--- src/rtl/ps2_kbmatrix.sv ---
// ps2_kbmatrix: PS/2 set-2 receiver and decoder driving the active-low Z88 8x8 key matrix
module ps2_kbmatrix #(
    parameter int FILTER_LEN  = 8,
    parameter int TIMEOUT_CYC = 20000
) (
    input  logic        clk,
    input  logic        reset_n,
    input  logic        ps2_clk,
    input  logic        ps2_data,
    output logic [63:0] kbmatrix,
    output logic [7:0]  scan_code,
    output logic        scan_valid,
    output logic        rx_err
);
    localparam int TW = $clog2(TIMEOUT_CYC + 1);
    localparam logic [1:0] RX_IDLE = 2'd0, RX_BITS = 2'd1, RX_DONE = 2'd2;
    localparam logic [2:0] D_IDLE = 3'd0, D_EXT = 3'd1, D_BRK = 3'd2, D_EXTBRK = 3'd3, D_SKIP = 3'd4;
    logic [1:0]    clk_sync, dat_sync;
    logic          filt, fall, frame_ok;
    logic [7:0]    flt_cnt;
    logic [1:0]    rx_state;
    logic [3:0]    bit_cnt;
    logic [9:0]    sh;
    logic [TW-1:0] to_cnt;
    logic [2:0]    dstate, d_next, skip_cnt;
    logic          pre, ign, ext, brk, key_ev, hit;
    logic [5:0]    idx;
    function automatic logic [6:0] keymap(input logic e, input logic [7:0] code);
        case ({e, code})
            9'h01C:  keymap = {1'b1, 6'd49};
            9'h05A:  keymap = {1'b1, 6'd6};
            9'h012:  keymap = {1'b1, 6'd54};
            9'h059:  keymap = {1'b1, 6'd63};
            9'h076:  keymap = {1'b1, 6'd61};
            9'h014:  keymap = {1'b1, 6'd52};
            9'h029:  keymap = {1'b1, 6'd46};
            9'h066:  keymap = {1'b1, 6'd7};
            9'h175:  keymap = {1'b1, 6'd30};
            9'h172:  keymap = {1'b1, 6'd22};
            default: keymap = 7'd0;
        endcase
    endfunction
    assign fall     = filt & ~clk_sync[1] & (flt_cnt == 8'(FILTER_LEN - 1));
    assign frame_ok = ~sh[0] & dat_sync[1] & (^sh[9:1]);
    always_comb begin
        pre    = scan_code inside {8'hE0, 8'hF0, 8'hE1};
        ign    = scan_code inside {8'hAA, 8'hFA, 8'hEE, 8'h00, 8'hFF};
        ext    = dstate == D_EXT || dstate == D_EXTBRK;
        brk    = dstate == D_BRK || dstate == D_EXTBRK;
        key_ev = (dstate == D_IDLE && !pre && !ign) || (dstate == D_EXT && !pre) || brk;
        {hit, idx} = keymap(ext, scan_code);
        d_next = dstate == D_IDLE ? (scan_code == 8'hE0 ? D_EXT : scan_code == 8'hF0 ? D_BRK :
                                     scan_code == 8'hE1 ? D_SKIP : D_IDLE) :
                 dstate == D_EXT  ? (scan_code == 8'hF0 ? D_EXTBRK : pre ? D_EXT : D_IDLE) :
                 dstate == D_SKIP ? (skip_cnt == 3'd1 ? D_IDLE : D_SKIP) : D_IDLE;
    end
    always_ff @(posedge clk) begin
        if (!reset_n) begin
            clk_sync   <= 2'b11;
            dat_sync   <= 2'b11;
            filt       <= 1'b1;
            flt_cnt    <= '0;
            rx_state   <= RX_IDLE;
            bit_cnt    <= '0;
            sh         <= '0;
            to_cnt     <= '0;
            scan_code  <= '0;
            scan_valid <= 1'b0;
            rx_err     <= 1'b0;
            dstate     <= D_IDLE;
            skip_cnt   <= '0;
            kbmatrix   <= '1;
        end else begin
            clk_sync   <= {clk_sync[0], ps2_clk};
            dat_sync   <= {dat_sync[0], ps2_data};
            scan_valid <= 1'b0;
            rx_err     <= 1'b0;
            if (clk_sync[1] == filt)
                flt_cnt <= '0;
            else if (flt_cnt == 8'(FILTER_LEN - 1)) begin
                filt    <= clk_sync[1];
                flt_cnt <= '0;
            end else
                flt_cnt <= flt_cnt + 8'd1;
            // timeout wins over a coincident falling edge
            if (rx_state == RX_BITS && to_cnt == TW'(TIMEOUT_CYC - 1)) begin
                rx_err   <= 1'b1;
                rx_state <= RX_IDLE;
            end else if (fall && rx_state == RX_BITS) begin
                sh      <= {dat_sync[1], sh[9:1]};
                to_cnt  <= '0;
                bit_cnt <= bit_cnt + 4'd1;
                if (bit_cnt == 4'd10) begin
                    scan_valid <= frame_ok;
                    rx_err     <= ~frame_ok;
                    rx_state   <= RX_DONE;
                    if (frame_ok) scan_code <= sh[8:1];
                end
            end else if (fall) begin
                sh       <= {dat_sync[1], sh[9:1]};
                to_cnt   <= '0;
                bit_cnt  <= 4'd1;
                rx_state <= RX_BITS;
            end else if (rx_state == RX_DONE)
                rx_state <= RX_IDLE;
            else if (rx_state == RX_BITS)
                to_cnt <= to_cnt + 1'b1;
            if (scan_valid) begin
                dstate   <= d_next;
                skip_cnt <= d_next != D_SKIP ? 3'd0 : dstate == D_SKIP ? skip_cnt - 3'd1 : 3'd7;
                if (key_ev && hit) kbmatrix[idx] <= brk;
            end
        end
    end
endmodule

--- config.mk ---
export PLATFORM = sky130hd
export DESIGN_NAME = ps2_kbmatrix
export DESIGN_NICKNAME = d
export VERILOG_FILES = /design/src/rtl/ps2_kbmatrix.sv
export SDC_FILE = /design/constraint.sdc
export NUM_CORES = 1
export LEC_CHECK = 0
export ABC_CLOCK_PERIOD_IN_PS = 2770
export CAP_MARGIN = 5
export CORE_MARGIN = 2
export CORE_UTILIZATION = 38
export DETAILED_ROUTE_END_ITERATION = 6
export DONT_BUFFER_PORTS = 1
export GPL_ROUTABILITY_DRIVEN = 0
export GPL_TIMING_DRIVEN = 0
export PLACE_DENSITY = 0.55
export SLEW_MARGIN = 20
export SYNTH_ARGS = -nofsm -noshare
export SYNTH_HDL_FRONTEND = slang
export SYNTH_SLANG_ARGS = --single-unit
--- constraint.sdc ---
create_clock -name clk -period 2.77 [get_ports clk]
set_input_delay 0.277 -clock clk [delete_from_list [all_inputs] [get_ports clk]]
set_output_delay 0.277 -clock clk [all_outputs]
set_load 0.1 [all_outputs]
==> results_dict.tcl <==
set metrics [dict create \
    synthTopCellsByCount "124 x dfxtp_1, 69 x nand2b_1, 41 x nand2_1, 41 x nor2_1, 33 x a21oi_1" \
    worstReg2RegStart "scan_code[6]$_SDFFE_PN0P_" \
    r2r_slack_ns 0.22 \
    cts_max_level 4 \
    slew_headroom_pct 32.72 \
    synth_warnings 0 \
    dr_total_vias 3681 \
    numCtsBuffers 17 \
    antenna_cells 0 \
    final_layout_size_suffix_gt1_share_pct 11.27 \
    die_area_sq_um 14050 \
    cts-root-buf "clkbuf_16" \
    drt_wl_total_um 10770 \
    viasPerCell 5.036 \
    initial_core_util_pct 39.17 \
    cts_tree "done" \
    worst_clock_skew_ns 0.006336 \
    place_area_sq_um 5204 \
    ys.flop_type "dfxtp_1" \
    drt_pass1_iterations 4 \
    hp-start "reset_n" \
    synth-edff-count 0 \
    syn_area_per_cell_sq_um 9.474 \
    fin_nets 558 \
    grt_pass1_vias 3541 \
    worstPathRequired_ns 3.07 \
    rows 41 \
    finalSetupViolCount 0 \
    grt-ovfl-total 0 \
    synth_most_common_cell "dfxtp_1" \
    async_reset_ff_share_pct 0 \
    antenna_found_initial 0 \
    dp_hpwl_um 7575 \
    drv_slew 0 \
    fmax_ghz 0.3915 \
    vdd_drop_max_uv 447.7 \
    seqCellArea_sq_um 2494 \
    grt_pass1_wl_um 18210 \
    ys_seq_elements 124 \
    fin_setup_tns_ns 0 \
    synth_top_cell_by_area "dfxtp_1" \
    tightestPinTransition_ns 1.008 \
    yosys.area.top_type_share_pct 49.81 \
    insertion_delay_ns 0.41 \
    path_cells "clkbuf_1 > nor3b_1 > a221oi_2 > o2111a_1 > o32a_1" \
    ff2ff_path_depth 5 \
    post_cts_buffers 0 \
    startpoint_type "flip-flop" \
    powerDensity_nw_per_um2 671.8 \
    whs_ns 0.05576 \
    ys_seq_area_share_pct 49.81 \
    synth_area_sq_um 4984 \
    timing.rr.end "kbmatrix[52]$_SDFFE_PN1P_" \
    status "finished, final reports clean" \
    fp.dieW_um 118.5 \
    cp_data_arrival_time_ns 2.85 \
    clockBufferDepth 2 \
    drc 0 \
    min_to "flt_cnt[4]$_SDFF_PP0_" \
    area_growth_pct 16.07 \
    max_cap_violations 0 \
    synth_nets 537 \
    ys_top_cells_by_area "dfxtp_1 50%, nand2b_1 8.7%, a21oi_1 3.3%" \
    hold_depth 2 \
    wl_per_cell_um 14.73 \
    grt_usage_pct 16.29 \
    criticalPathCategory "reg -> reg" \
    p_total_uw 3886 \
    core_sq_um 12720 \
    multi_input_area_sq_um 2355 \
    fin_util_pct 45.47 \
    rsz0062_at_grt "false" \
    hold_viol 0 \
    fp.dieH_um 118.5 \
    io_pins 78 \
    yosysUniqueCellTypes 60 \
    hold_path.class "in -> reg" \
    slowest_stage "nor3b_1" \
    fillers 1224 \
    min_period_ns 2.554 \
    grt_start_max_net_pins 17 \
    portBuffers 0 \
    cp-end-kind "flip-flop" \
    postSynthCellCount 526 \
    crit_path_max_incr_delay_ns 0.70 \
    leakage_uw 0.001975 \
    finalInstanceArea_sq_um 5784 \
    fin_crit_sh_pct 92.21 \
    path_max_fanout 8 \
    cts_num_sinks 124 \
    antenna_left 0 \
    clk_pin_slew_ns 0.06 \
    drt_iter0_drc 296 \
    critical_path.startpoint "scan_code[6]$_SDFFE_PN0P_" \
]
## placed cells by master, fill, tap and decap left out, drive strengths merged, types with 3 or more instances in the layout
master	count
dfxtp	124
nand2b	69
nor2	43
nand2	41
clkbuf	37
a21oi	33
nand3	17
nand4	17
o21ai	15
xnor2	13
inv	11
xor2	9
nor3	8
mux2i	8
o31ai	8
buf	8
nor2b	7
ha	7
nor4	7
clkinv	6
and2	5
or3	5
and3	5
nand4b	4
or4	4
o211ai	3
nor3b	3
nor4b	3
nor4bb	3
clkinvlp	3
and4	3
o21a	3
## cell type report
class,instances,area share [%]
inverters,11,0.7138
repair buffers,2,0.3461
well taps,172,3.721
plain buffers,24,1.817
multi-input cells,367,40.71
clock buffers,21,7.960
flip-flops and latches,124,43.11
clock inverters,10,1.622
## registers in the layout, indices dropped and copies added, names as in the netlist, 2 cells and up
signal     cells
to_cnt        15
bit_cnt        4
flt_cnt        8
dat_sync       2
clk_sync       2
scan_code      8
dstate         3
rx_state       2
kbmatrix      64
skip_cnt       3
sh            10
## power breakdown
group          total (uW)  leakage (uW)  internal (uW)  switching [uW]
combinational        51.2      0.000703           12.9            38.4
clock                2050      0.000265           1270             774
sequential           1790       0.00101           1790            1.24
total                3890       0.00197           3070             813
## metal layers
metal  vias up  track usage, %  wire length, um
met3        19           5.695              449
met4         0           6.696              195
li1       1868               -                -
met1      1727           20.07             4939
met2        67           25.90             5180
met5         -               0                0
## worst max-delay path by stage
stage | to | slack, ns | cells after the start
after floorplan | kbmatrix[52]$_SDFFE_PN1P_ | 0.12 | 6
after global routing | kbmatrix[52]$_SDFFE_PN1P_ | 0.05 | 5
final | kbmatrix[52]$_SDFFE_PN1P_ | 0.22 | 5
after CTS | kbmatrix[52]$_SDFFE_PN1P_ | 0.04 | 6
after global placement | kbmatrix[52]$_SDFFE_PN1P_ | -0.07 | 6
after detailed placement | kbmatrix[52]$_SDFFE_PN1P_ | -0.08 | 5
## what timing repair did
action                     CTS  global route
hold endpoints to repair     2             0
setup endpoints to repair    1             4
gates resized for setup      2             2
hold buffers                 2             0
## stage by stage
| stage | std cells | setup slack (ns) |
|---|---|---|
| after global routing | 731 | 0.05269 |
| after floorplan | 526 | 0.1154 |
| after CTS | 731 | 0.04406 |
| after detailed placement | 698 | -0.07834 |
| after global placement | 698 | -0.06854 |
| final | 731 | 0.2159 |
## logic make-up after synthesis
| group | share of synthesized area (%) |
|---|---|
| buffers and inverters | 2.937 |
| AOI/OAI and AO/OA | 10.19 |
| and+or+nand+nor | 29.37 |
| DFF | 49.81 |
| xor gates and xnor gates | 4.318 |
| adders and majority gates | 1.757 |
| muxes | 1.607 |
## worst max-delay path: cells and delay by family (launching register included)
kind,cells,cell delay (ns)
flops,1,0.66
buf+inv,1,0.43
simple gates,1,0.70
compound gates,3,0.66
Note: power is estimated with default switching activity, not from simulation.
